==> config.mk <==
export PLATFORM = sky130hd
export DESIGN_NAME = program_loader
export DESIGN_NICKNAME = d
export VERILOG_FILES = /design/src/rtl/program_loader.sv
export SDC_FILE = /design/constraint.sdc
export NUM_CORES = 1
export LEC_CHECK = 0
export BUFFER_PORTS_ARGS = -buffer_cell sky130_fd_sc_hd__buf_2
export CAP_MARGIN = 25
export CELL_PAD_IN_SITES_DETAIL_PLACEMENT = 1
export CELL_PAD_IN_SITES_GLOBAL_PLACEMENT = 2
export CORE_ASPECT_RATIO = 0.8
export CORE_MARGIN = 5
export CORE_UTILIZATION = 39
export DETAILED_ROUTE_END_ITERATION = 16
export PLACE_DENSITY_LB_ADDON = 0.1
export SETUP_SLACK_MARGIN = 0.4
export SLEW_MARGIN = 40
export SYNTH_ARGS = -nofsm -noshare
export SYNTH_HDL_FRONTEND = slang
export SYNTH_SLANG_ARGS = --single-unit
==> constraint.sdc <==
create_clock -name Clock -period 4.27 [get_ports Clock]
set_input_delay 0 -clock Clock [delete_from_list [all_inputs] [get_ports Clock]]
set_output_delay 0 -clock Clock [all_outputs]
set_load 0.005 [all_outputs]
==> src/rtl/program_loader.sv <==
// Byte-stream program loader: parses 0xA5-framed instruction packets, writes each
// 28-bit instruction to instruction memory and holds the CPU in reset until a good load.
module program_loader #(
  parameter int                    ADDR_WIDTH = 16,
  parameter logic [ADDR_WIDTH-1:0] START_ADDR = '0
) (
  input  logic                  Clock,
  input  logic                  Reset,
  input  logic [7:0]            iData,
  input  logic                  iValid,
  output logic                  oReady,
  output logic                  oWriteEnable,
  output logic [ADDR_WIDTH-1:0] oWriteAddress,
  output logic [27:0]           oInstruction,
  output logic                  oCpuReset,
  output logic                  oDone,
  output logic                  oError
);

  localparam logic [7:0] HEADER = 8'hA5;

  typedef enum logic [2:0] {
    S_IDLE, S_COUNT, S_DATA, S_WRITE, S_CHECK, S_DONE, S_ERROR
  } state_t;

  state_t                state_q, state_d;
  logic [7:0]            count_q, count_d;
  logic [7:0]            idx_q, idx_d;
  logic [1:0]            pos_q, pos_d;
  logic [19:0]           asm_q, asm_d;
  logic [7:0]            csum_q, csum_d;
  logic [ADDR_WIDTH-1:0] waddr_q, waddr_d;
  logic [27:0]           instr_q, instr_d;
  logic                  accept;

  assign accept = iValid && (state_q != S_WRITE);

  // The first byte contributes only its low nibble (its high nibble must be zero),
  // so 20 bits of history plus the fourth byte form the full 28-bit word.
  always_comb begin
    // NOTE: every signal assigned here gets a default first so no path can infer a latch.
    state_d = state_q;
    count_d = count_q;
    idx_d   = idx_q;
    pos_d   = pos_q;
    asm_d   = asm_q;
    csum_d  = csum_q;
    waddr_d = waddr_q;
    instr_d = instr_q;
    case (state_q)
      S_IDLE: begin
        if (accept && iData == HEADER) state_d = S_COUNT;
      end
      S_COUNT: begin
        if (accept) begin
          if (iData == 8'd0) begin
            state_d = S_ERROR;
          end else begin
            count_d = iData;
            idx_d   = '0;
            pos_d   = '0;
            csum_d  = '0;
            state_d = S_DATA;
          end
        end
      end
      S_DATA: begin
        if (accept) begin
          if (pos_q == 2'd0 && iData[7:4] != 4'd0) begin
            state_d = S_ERROR;
          end else begin
            asm_d  = {asm_q[11:0], iData};
            csum_d = csum_q ^ iData;
            pos_d  = pos_q + 2'd1;
            if (pos_q == 2'd3) begin
              waddr_d = START_ADDR + ADDR_WIDTH'(idx_q);
              instr_d = {asm_q, iData};
              state_d = S_WRITE;
            end
          end
        end
      end
      S_WRITE: begin
        idx_d = idx_q + 8'd1;
        if ((9'(idx_q) + 9'd1) < 9'(count_q)) state_d = S_DATA;
        else                                    state_d = S_CHECK;
      end
      S_CHECK: begin
        if (accept) state_d = (iData == csum_q) ? S_DONE : S_ERROR;
      end
      S_DONE, S_ERROR: begin
        if (accept && iData == HEADER) state_d = S_COUNT;
      end
      default: state_d = S_IDLE;
    endcase
  end

  // NOTE: sequential state uses non-blocking assignments so every flop samples pre-edge values.
  always_ff @(posedge Clock or negedge Reset) begin
    if (!Reset) begin
      state_q <= S_IDLE;
      count_q <= '0;
      idx_q   <= '0;
      pos_q   <= '0;
      asm_q   <= '0;
      csum_q  <= '0;
      waddr_q <= '0;
      instr_q <= '0;
    end else begin
      state_q <= state_d;
      count_q <= count_d;
      idx_q   <= idx_d;
      pos_q   <= pos_d;
      asm_q   <= asm_d;
      csum_q  <= csum_d;
      waddr_q <= waddr_d;
      instr_q <= instr_d;
    end
  end

  assign oReady        = (state_q != S_WRITE);
  assign oWriteEnable  = (state_q == S_WRITE);
  assign oWriteAddress = waddr_q;
  assign oInstruction  = instr_q;
  assign oCpuReset     = (state_q != S_DONE);
  assign oDone         = (state_q == S_DONE);
  assign oError        = (state_q == S_ERROR);

endmodule

==> results.yml <==
pwr:
  pwr-share-comb_pct: 21.8
  p_per_area_mw_per_mm2: 550
  internal_power_uw: 1760
  swShare_pct: 31.3
  p_leak_uw: 0.00248
  power_frac_clock_pct: 33.0
  ir_drop_uv: 230
  seqPwrFrac_pct: 45.2
  p_switching_uw: 801
setup_path:
  crit_slowest_cell: "dfrtp_1"
  reg2reg_slack_ps: 1650
  path_class: "reg -> reg"
  max_stage_delay_ps: 430
  rr_startpoint: "idx_q[0]$_DFFE_PN0P_"
  worstPathMaxFanout: 6
  required_ps: 4550
  endpoint_kind: "flip-flop"
  path_common_cell: "ha_1"
  reg2regPathDepth: 9
  crit_arrival_ps: 2900
  cp_cell_sequence: "ha_1, nand3_1, nor2_1, xor2_1, ha_1, nand4_1, a211o_1, a31oi_1, o31a_1"
  rr_endpoint: "state_q[2]$_DFFE_PN0P_"
  worst_setup_path_start_kind: "flip-flop"
yosys:
  seq_area_frac_synth_pct: 53.8
  synth_warnings: 0
  netlist_area_mm2: 0.00395
  avgSynthCellArea_um2: 10.7
  synth_async_sr_flop_share_pct: 100
  synth.distinct_cells: 41
  synth_edf_count: 0
  yosys_register_bits: 85
  synth_top_flop_cell: "dfrtp_1"
  syn_inst: 370
sta:
  fin_crit_sh_pct: 61.5
  max_freq_mhz: 381
  tightestPinTransition_ps: 734
  setup_ws_ps: 1650
  finalMaxSlewViolations: 0
  grt_setup_unrepaired: "no"
  relSlewSlack_pct: 50.7
  final_hold_viol_count: 0
  final.min_clock_period_ps: 2620
  tns_ps: 0
  setup_viol: 0
  hold_ws_ps: 15.6
  fin_skew_ps: 5.62
clocking:
  clock-root-buffer: "clkbuf_16"
  cts_tree: "yes"
  cts.sinks: 85
  cts.hold.buffers_added: 5
  post_cts_buffers: 0
  htree_levels: 3
  post_cts_resized: 0
  clk_latency_ps: 340
  clock_path_buffers: 2
  clkTransAtPathRegs_ps: 60
  cts_made_buffers: 9
global_routing:
  grt_max_degree: 56
  track_usage_pct: 16.1
  first_global_vias: 2999
  antenna_found_initial: 0
  grt_pass1_wl_mm: 15.5
  overflow: 0
floorplanning:
  die_h_um: 100
  coreArea_mm2: 0.00977
  fp-row-count: 32
  dieArea_mm2: 0.0123
  floorplan.initialDensity_pct: 40.5
  die_x_um: 123
  pin_count: 60
layout:
  final_cell_mix: "dfrtp_1, nand2_1, buf_2"
  drive_gt1_share_pct: 20.2
  nets: 442
  n_fill_cell: 1114
  diodes: 0
  synthToLayoutAreaGrowth_pct: 17.7
  layout_commonest_cell: "dfrtp_1"
route:
  antenna_left: 0
  drt_iter0_drc: 141
  vias_per_cell: 5.04
  drtPass1Iterations: 4
  dr_total_vias: 2835
  drc: 0
  drt-total-wl_mm: 9.25
  wl_per_cell_um: 16.5
worst_hold_path:
  hold_end: "asm_q[0]$_DFFE_PN0P_"
  hold_path_startpoint: "iData[0]"
  hold_depth: 3
  hp-class: "in -> reg"
outcome:
  status: "finished clean"
placement:
  gp_congestion: 0.778
  pre_cts_ws_ps: 1700
  port_buffers: 51
  dp_hpwl_mm: 6.40
run:
  cap_violations: 0
logic make-up (layout without fill, tap and decap cells):
group           after synthesis  after routing  synth area share [%]
flops                        85             85                  53.8
buf+inv                      40             89                  5.16
simple gates                117            117                  13.2
other cells                   1              8                0.0948
xor+xnor                     14             14                  3.10
fa+ha+maj                    10             10                  3.16
mux                          45             45                  12.8
compound gates               58             58                  8.64
metrics by stage:
stage | util (%) | cells | power, uW | cell area [um^2]
2_1_floorplan | - | 377 | 1540 | 3980
3_3_place_gp | 43.8 | 541 | 1700 | 4280
3_5_place_dp | 43.8 | 541 | 1730 | 4280
4_1_cts | 47.6 | 562 | 2600 | 4650
5_1_grt | 47.6 | 562 | 2740 | 4650
6_report | 47.6 | 562 | 2560 | 4650
layout make-up:
class / count / area [um^2] / area share [%]
clock buffer: 11 / 243 / 5.22
timing repair buffer: 59 / 330 / 7.10
clock inverter: 5 / 82.6 / 1.77
multi-input combinational: 252 / 1650 / 35.4
tap: 136 / 170 / 3.66
sequential: 85 / 2130 / 45.7
inverter: 14 / 52.6 / 1.13
Yosys cell counts, drive strengths merged (3+ instances only):
| cell type | number | share of area (%) |
|---|---|---|
| nor3 | 3 | 0.38 |
| buf | 12 | 2.5 |
| inv | 13 | 1.2 |
| mux2 | 45 | 13 |
| nor2 | 15 | 1.4 |
| xor2 | 4 | 0.89 |
| nor4 | 4 | 1.0 |
| dfrtp | 85 | 54 |
| nand3 | 5 | 0.63 |
| clkbuf | 14 | 1.3 |
| a31oi | 3 | 0.47 |
| a22o | 3 | 0.66 |
| and3 | 4 | 0.63 |
| ha | 10 | 3.2 |
| o21ai | 35 | 4.4 |
| a21oi | 5 | 0.63 |
| a21boi | 3 | 0.57 |
| xnor2 | 10 | 2.2 |
| nor2b | 5 | 0.79 |
| nand4 | 3 | 0.47 |
| nand2 | 75 | 7.3 |
power by group through the flow:
stage	sequential, uW	clock, uW	combinational, uW
floorplan	1090	0	445
global placement	1160	0	537
detailed placement	1180	0	555
CTS	1160	871	570
global route	1190	909	648
finish	1160	846	558
flip-flops by register name, indices dropped and copies added (netlist names):
name           flops
state_q            3
csum_q             8
asm_q             20
oWriteAddress      8
oInstruction      28
pos_q              2
idx_q              8
count_q            8
worst max-delay path: cells and delay by family (launching register included):
family,cells,cell delay [ps]
AO/OA/AOI/OAI,3,770
AND/OR/NAND/NOR,3,650
adder cells (fa/ha/maj),2,580
flip-flops,1,430
XOR/XNOR,1,140
worst max path at each step:
stage	to	cells after the start	slack (ps)	from
after floorplan	state_q[2]$_DFFE_PN0P_	10	2100	idx_q[2]$_DFFE_PN0P_
after global placement	state_q[1]$_DFFE_PN0P_	9	1700	idx_q[0]$_DFFE_PN0P_
after detailed placement	state_q[2]$_DFFE_PN0P_	9	1700	idx_q[0]$_DFFE_PN0P_
after CTS	state_q[2]$_DFFE_PN0P_	9	1660	idx_q[0]$_DFFE_PN0P_
after global routing	state_q[1]$_DFFE_PN0P_	9	1470	idx_q[0]$_DFFE_PN0P_
final	state_q[2]$_DFFE_PN0P_	9	1650	idx_q[0]$_DFFE_PN0P_
metal layers:
metal,vias to the layer above,part of all wire (%),global-route usage [%]
li1,1343,-,-
met1,1427,49,22.5
met2,56,46,25.3
met3,9,4.0,3.94
met4,0,0.87,4.13
met5,-,0,0
Power figures use the tool's default switching activity.
